### src/rtl/phase_measure.sv
// Measures the period of a divided reference and the delay from its rising edge
// to the first rising edge of a second divided signal, with a cycle-count timeout.
module phase_measure #(
  parameter int CNT_W   = 32,
  parameter int TIMEOUT = 100_000_000
) (
  input  logic             clk,
  input  logic             rst,
  input  logic             start,
  input  logic             ina_div,
  input  logic             inb_div,
  output logic             busy,
  output logic             done,
  output logic [CNT_W-1:0] period_cnt,
  output logic [CNT_W-1:0] delay_cnt,
  output logic             no_b,
  output logic             timeout
);

  localparam logic [CNT_W-1:0] TMO_LAST = CNT_W'(TIMEOUT - 1);

  typedef enum logic [1:0] {IDLE, WAIT_A, MEAS, DONE} state_t;

  state_t           r_state, w_state_next;
  logic             r_ina_q, r_inb_q, r_hist_vld;
  logic [CNT_W-1:0] r_timer, w_timer_next;
  logic [CNT_W-1:0] r_cnt, w_cnt_next;
  logic [CNT_W-1:0] r_delay, w_delay_next;
  logic             r_got_b, w_got_b_next;
  logic [CNT_W-1:0] r_period, w_period_next;
  logic [CNT_W-1:0] r_delay_out, w_delay_out_next;
  logic             r_no_b, w_no_b_next;
  logic             r_timeout, w_timeout_next;
  logic             w_rise_a, w_rise_b, w_tmo;

  // Edges are suppressed until the history register holds a real sample.
  assign w_rise_a = r_hist_vld & ina_div & ~r_ina_q;
  assign w_rise_b = r_hist_vld & inb_div & ~r_inb_q;
  assign w_tmo    = (r_timer == TMO_LAST);

  always_comb begin
    w_state_next     = r_state;
    w_timer_next     = r_timer;
    w_cnt_next       = r_cnt;
    w_delay_next     = r_delay;
    w_got_b_next     = r_got_b;
    w_period_next    = r_period;
    w_delay_out_next = r_delay_out;
    w_no_b_next      = r_no_b;
    w_timeout_next   = r_timeout;
    case (r_state)
      IDLE: begin
        if (start) begin
          w_state_next = WAIT_A;
          w_timer_next = '0;
          w_cnt_next   = '0;
          w_delay_next = '0;
          w_got_b_next = 1'b0;
        end
      end
      WAIT_A: begin
        w_timer_next = r_timer + 1'b1;
        if (w_tmo) begin
          w_state_next     = DONE;
          w_period_next    = '0;
          w_delay_out_next = '0;
          w_no_b_next      = 1'b1;
          w_timeout_next   = 1'b1;
        end else if (w_rise_a) begin
          w_state_next = MEAS;
          w_cnt_next   = CNT_W'(1);
          if (w_rise_b) begin
            w_delay_next = '0;
            w_got_b_next = 1'b1;
          end
        end
      end
      MEAS: begin
        w_timer_next = r_timer + 1'b1;
        // The closing edge takes priority over a timeout in the same cycle.
        if (w_rise_a) begin
          w_state_next     = DONE;
          w_period_next    = r_cnt;
          w_delay_out_next = r_got_b ? r_delay : '0;
          w_no_b_next      = ~r_got_b;
          w_timeout_next   = 1'b0;
        end else if (w_tmo) begin
          w_state_next     = DONE;
          w_period_next    = '0;
          w_delay_out_next = '0;
          w_no_b_next      = 1'b1;
          w_timeout_next   = 1'b1;
        end else begin
          w_cnt_next = r_cnt + 1'b1;
          if (w_rise_b && !r_got_b) begin
            w_delay_next = r_cnt;
            w_got_b_next = 1'b1;
          end
        end
      end
      DONE:    w_state_next = IDLE;
      default: w_state_next = IDLE;
    endcase
  end

  always_ff @(posedge clk) begin
    if (rst) begin
      r_state     <= IDLE;
      r_ina_q     <= 1'b0;
      r_inb_q     <= 1'b0;
      r_hist_vld  <= 1'b0;
      r_timer     <= '0;
      r_cnt       <= '0;
      r_delay     <= '0;
      r_got_b     <= 1'b0;
      r_period    <= '0;
      r_delay_out <= '0;
      r_no_b      <= 1'b0;
      r_timeout   <= 1'b0;
    end else begin
      r_state     <= w_state_next;
      r_ina_q     <= ina_div;
      r_inb_q     <= inb_div;
      r_hist_vld  <= 1'b1;
      r_timer     <= w_timer_next;
      r_cnt       <= w_cnt_next;
      r_delay     <= w_delay_next;
      r_got_b     <= w_got_b_next;
      r_period    <= w_period_next;
      r_delay_out <= w_delay_out_next;
      r_no_b      <= w_no_b_next;
      r_timeout   <= w_timeout_next;
    end
  end

  assign busy       = (r_state == WAIT_A) || (r_state == MEAS);
  assign done       = (r_state == DONE);
  assign period_cnt = r_period;
  assign delay_cnt  = r_delay_out;
  assign no_b       = r_no_b;
  assign timeout    = r_timeout;

endmodule

### config.mk
export PLATFORM = sky130hd
export DESIGN_NAME = phase_measure
export DESIGN_NICKNAME = d
export VERILOG_FILES = /design/src/rtl/phase_measure.sv
export SDC_FILE = /design/constraint.sdc
export NUM_CORES = 1
export LEC_CHECK = 0
export CAP_MARGIN = 20
export CORE_ASPECT_RATIO = 1.4
export CORE_MARGIN = 2
export CORE_UTILIZATION = 45
export DETAILED_ROUTE_END_ITERATION = 10
export GPL_TIMING_DRIVEN = 0
export PLACE_DENSITY = 0.75
export SLEW_MARGIN = 5
export SYNTH_ARGS = -nofsm -noshare
export SYNTH_HDL_FRONTEND = slang
export SYNTH_SLANG_ARGS = --single-unit
### constraint.sdc
create_clock -name clk -period 2.15 [get_ports clk]
set_input_delay 0.3225 -clock clk [delete_from_list [all_inputs] [get_ports clk]]
set_output_delay 0.3225 -clock clk [all_outputs]
set_load 0.02 [all_outputs]
==> results by stage <==
Status:
- The flow ran to the end, but the final reports show violations.
- The checks that failed: setup timing.

Routing:
- Wires add up to 20.02 mm.
- The first routing iteration left around 520 violations.
- For this block, the via count after detailed routing is 6629.
- The detail-routed via count per cell is a little under 6.
- In the final routed layout, each cell accounts on average for 17.84 um.
- The DRC violations left is 0.
- For this run, the detailed router's first-pass iteration total came to 5.
- The detail route stage leaves a number of antenna-violating nets equal to 0.

Timing:
- The number of slew-limit violations in the final report is 0.
- The remaining max-slew budget at the tightest pin is about 49%.
- Clock skew on the completed layout was measured at around 0.0094 ns.
- Setup violations remaining at the end of the flow were counted as between 60 and 70.
- After routing, the total negative slack on setup checks comes to -1.786 ns.
- The routed design could run at a clock period as short as approximately 2.2 ns.
- Once routing completed, OpenROAD measured the worst setup slack at -0.07585 ns.
- For this run, the top clock speed supported by timing is roughly 0.45 GHz.
- Setup repair after global routing could not meet its margin everywhere.
- The fraction of the cycle the final worst path needs is 103.5%.
- The final count of hold timing violations is 0.
- The pin slew with the least headroom to its limit is 0.7630 ns.

Synth:
- The cell area that synthesis handed to floorplanning was roughly 0.007 mm2.
- The number of synthesized flops with an enable pin is 0.
- The sequential cell area fraction in the yosys report is a little under 50%.
- Counting flops and latches in the post-synthesis netlist gives roughly 170.
- The share of flip-flops with an asynchronous set or reset after synthesis is 0%.
- The cell count after synthesis is just under 800.
- Ranked by total cell area, the synthesized netlist is headed by sky130_fd_sc_hd__dfxtp_1 (48%), sky130_fd_sc_hd__a21oi_1 (6.4%), sky130_fd_sc_hd__o21ai_0 (5.5%), sky130_fd_sc_hd__nor2_1 (5.1%), sky130_fd_sc_hd__nand4_1 (4.8%).
- The Yosys step of the flow raised 0 warnings.
- The mean cell area of the mapped netlist is between 8 and 9 um2.
- After synthesis, the netlist uses 55 different library cells.
- The most used flip-flop cell after synthesis is sky130_fd_sc_hd__dfxtp_1.
- Counting every net in the synthesized netlist gives a little over 800.
- Summed over all instances, the cell type with the most area after synthesis is sky130_fd_sc_hd__dfxtp_1.
- The area share of the largest cell type after synthesis is about half.

Setup path:
- The signal on the critical path passes through or4b_4 -> nor4_4 -> nand3_2 -> a21oi_4 -> buf_6 -> o21ai_0 -> o21ai_1.
- The critical path startpoint category is a register.
- The highest net fanout along the worst path is 6.
- The kind of cell with the highest combined delay along the critical path is simple AND/OR/NAND/NOR gates.
- At the worst endpoint, the required time is about 2.5 ns.
- The data arrival time of the worst path is about 2.6 ns.
- For this run, the slowest stage of the critical path takes around 0.58 ns.
- Together, buffers and inverters on the worst path number 1.
- The type of destination of the critical path is a register.
- The largest individual stage delay along the critical path comes from the cell sky130_fd_sc_hd__or4b_4.
- By startpoint and endpoint, the worst setup path is classified as register to register.

Clock tree:
- Clock latency on the worst-skew pair, taken at its later pin, is roughly 0.44 ns.
- Clock tree synthesis inserted a total of 17 buffers.
- Clock tree synthesis selected as its root buffer the cell sky130_fd_sc_hd__clkbuf_16.
- The buffer depth of the longest clock path is 2.
- After clock tree synthesis, the clock-pin slew on the worst setup and hold paths is roughly 0.070 ns.
- Counting every sink on the clock net gives approximately 170.
- The H-tree depth is 4.
- Buffers inserted to repair hold after CTS numbered 0.
- The clock tree from TritonCTS is built.

Global routing:
- Global routing finished with a remaining overflow of 0.
- The overall track demand over capacity in global routing is between 20% and 30%.
- The number of global-route vias before repair is around 6200.
- The wire length of the first global-routing pass is roughly 30 mm.
- Entering global routing, the biggest net connects 17 pins.
- The initial antenna violation count came to 0.

Final layout:
- From synthesis to final layout, the design area changed by 35.70%.
- The net total in the final layout is a little over 900.
- The antenna diode count is 0.
- The post-layout instance count excluding filler cells is 1122.
- Cells with a size suffix above 1 make up approximately 25% of the layout.

Placement:
- The detailed placement HPWL is ~13 mm.
- Once placement completed, the tool counted placed cells totaling around 1100.
- In this run the tool buffered the top-level ports with 72 buffer cells.
- The placer congestion estimate is approximately 0.96.

Hold path:
- The type of the worst min-delay path is register to register.

Pwr:
- IR analysis of the VDD net gives a maximum drop of around 580 uV.
- Summed over all cells, the static leakage comes to 3.393 nW.
- For this design the ratio of total power to cell area is approximately 1000 mW/mm2.

Die:
- Pin placement for this block handled 73 I/O pins.
- The core outline area is between 0.015 and 0.02 mm2.
- From left edge to right edge, the die measures 109.3 um.
- The chip height is ~150 um.
- The starting utilization of the core area is a little under half.
- The full die area is between 0.015 and 0.02 mm2.
- The row count is between 50 and 60.

Job:
- The count of maximum capacitance violations is 0.
-- cells in the final DEF, fill, tap and decap left out, drive strengths merged, types with 5 or more instances in the layout --
cell type / instances
and2: 7
nor4: 5
xor2: 16
clkdlybuf4s50: 71
clkinv: 5
nand2: 27
xnor2: 9
clkbuf: 47
inv: 12
and4: 7
nand3: 22
clkinvlp: 6
nor2: 94
a31oi: 6
and3: 14
nand4: 55
buf: 63
o21ai: 101
nor3: 6
a22o: 32
ha: 6
o31ai: 11
or3: 7
a21oi: 91
dfxtp: 168
-- state kept, by name (all words and copies together), names as in the netlist, 2 cells and up --
name        count
delay_cnt      32
period_cnt     32
r_cnt          32
r_delay        32
r_state         2
r_timer        32
-- stage by stage --
stage          total power [W]  worst slack (ns)  hold slack (ns)  util [%]  instance area [um2]
2_1_floorplan         0.004880           0.04547           0.4358         -                 6998
3_3_place_gp          0.005451           -0.6634           0.4402     52.64                 7959
3_5_place_dp          0.005458           -0.6241           0.4466     52.64                 7959
4_1_cts               0.008615          -0.02523           0.4605     57.81                 8741
5_1_grt               0.009796           -0.1853           0.4888     62.69                 9479
6_report              0.009434          -0.07585           0.4613     62.69                 9479
-- routing by layer --
layer,routed length [um],up-vias,GRT usage (%)
li1,-,3155,-
met1,7538,3118,26.75
met2,10160,275,39.66
met3,1151,81,4.948
met4,1169,0,15.06
met5,0,-,0
-- area by class of cell --
class / count / area, um2
Multi-Input combinational cell: 556 / 3852
Inverter: 10 / 37.54
Clock buffer: 18 / 429.2
Sequential cell: 168 / 3374
Fill cell: 1228 / 5640
Timing Repair Buffer: 104 / 1047
Buffer: 60 / 372.9
Clock inverter: 14 / 125.1
Tap cell: 192 / 240.2
-- cell usage after synthesis (all sizes together), types with 3 or more instances --
library cell,instances
and2,7
a22oi,4
o41ai,4
nand3,22
mux2i,3
nand2b,3
nor2b,3
nand2,27
a41oi,4
xnor2,9
clkbuf,31
and4,7
nor3,6
nand4,55
nor4,5
a22o,32
inv,9
a21oi,91
and3,14
a31oi,6
a211oi,4
buf,31
dfxtp,168
nor2,94
o31ai,11
o21ai,101
or3,7
xor2,16
ha,6
-- kinds of logic after synthesis --
kind of cell / Yosys count / share of synthesized area, %
xor+xnor: 25 / 3.135
fa+ha+maj: 6 / 1.075
simple gates: 256 / 19.27
compound gates: 265 / 22.68
mux: 3 / 0.4299
flops: 168 / 48.15
buf+inv: 72 / 5.266
-- final timing paths --
path	startpoint	slack, ns	to	cells after the start
setup reg to reg	r_timer[9]	-0.08	r_cnt[9]	7
hold / removal	r_delay[15]	0.46	r_delay[15]	2
hold reg to reg	r_delay[15]	0.46	r_delay[15]	2
setup / recovery	r_timer[9]	-0.08	r_cnt[9]	7
-- power breakdown --
group          switching (W)  leakage [nW]  internal (W)  total (W)
sequential         0.0000838          1.36       0.00319    0.00327
clock                0.00132         0.255       0.00160    0.00291
combinational        0.00209          1.78       0.00115    0.00325
-- repair_timing --
| item | CTS | global route |
|---|---|---|
| buffers inserted | 7 | 11 |
| pin swaps | 8 | 123 |
| gates cloned | 2 | 13 |
| resized for setup | 53 | 185 |
| setup endpoints to repair | 152 | 148 |
-- tightest hold or removal path: stages, from the launching register on --
cell and delay, ns:
sky130_fd_sc_hd__dfxtp_1 0.32, sky130_fd_sc_hd__o21ai_2 0.05, sky130_fd_sc_hd__a21oi_1 0.05
Power figures use the tool's default switching activity.
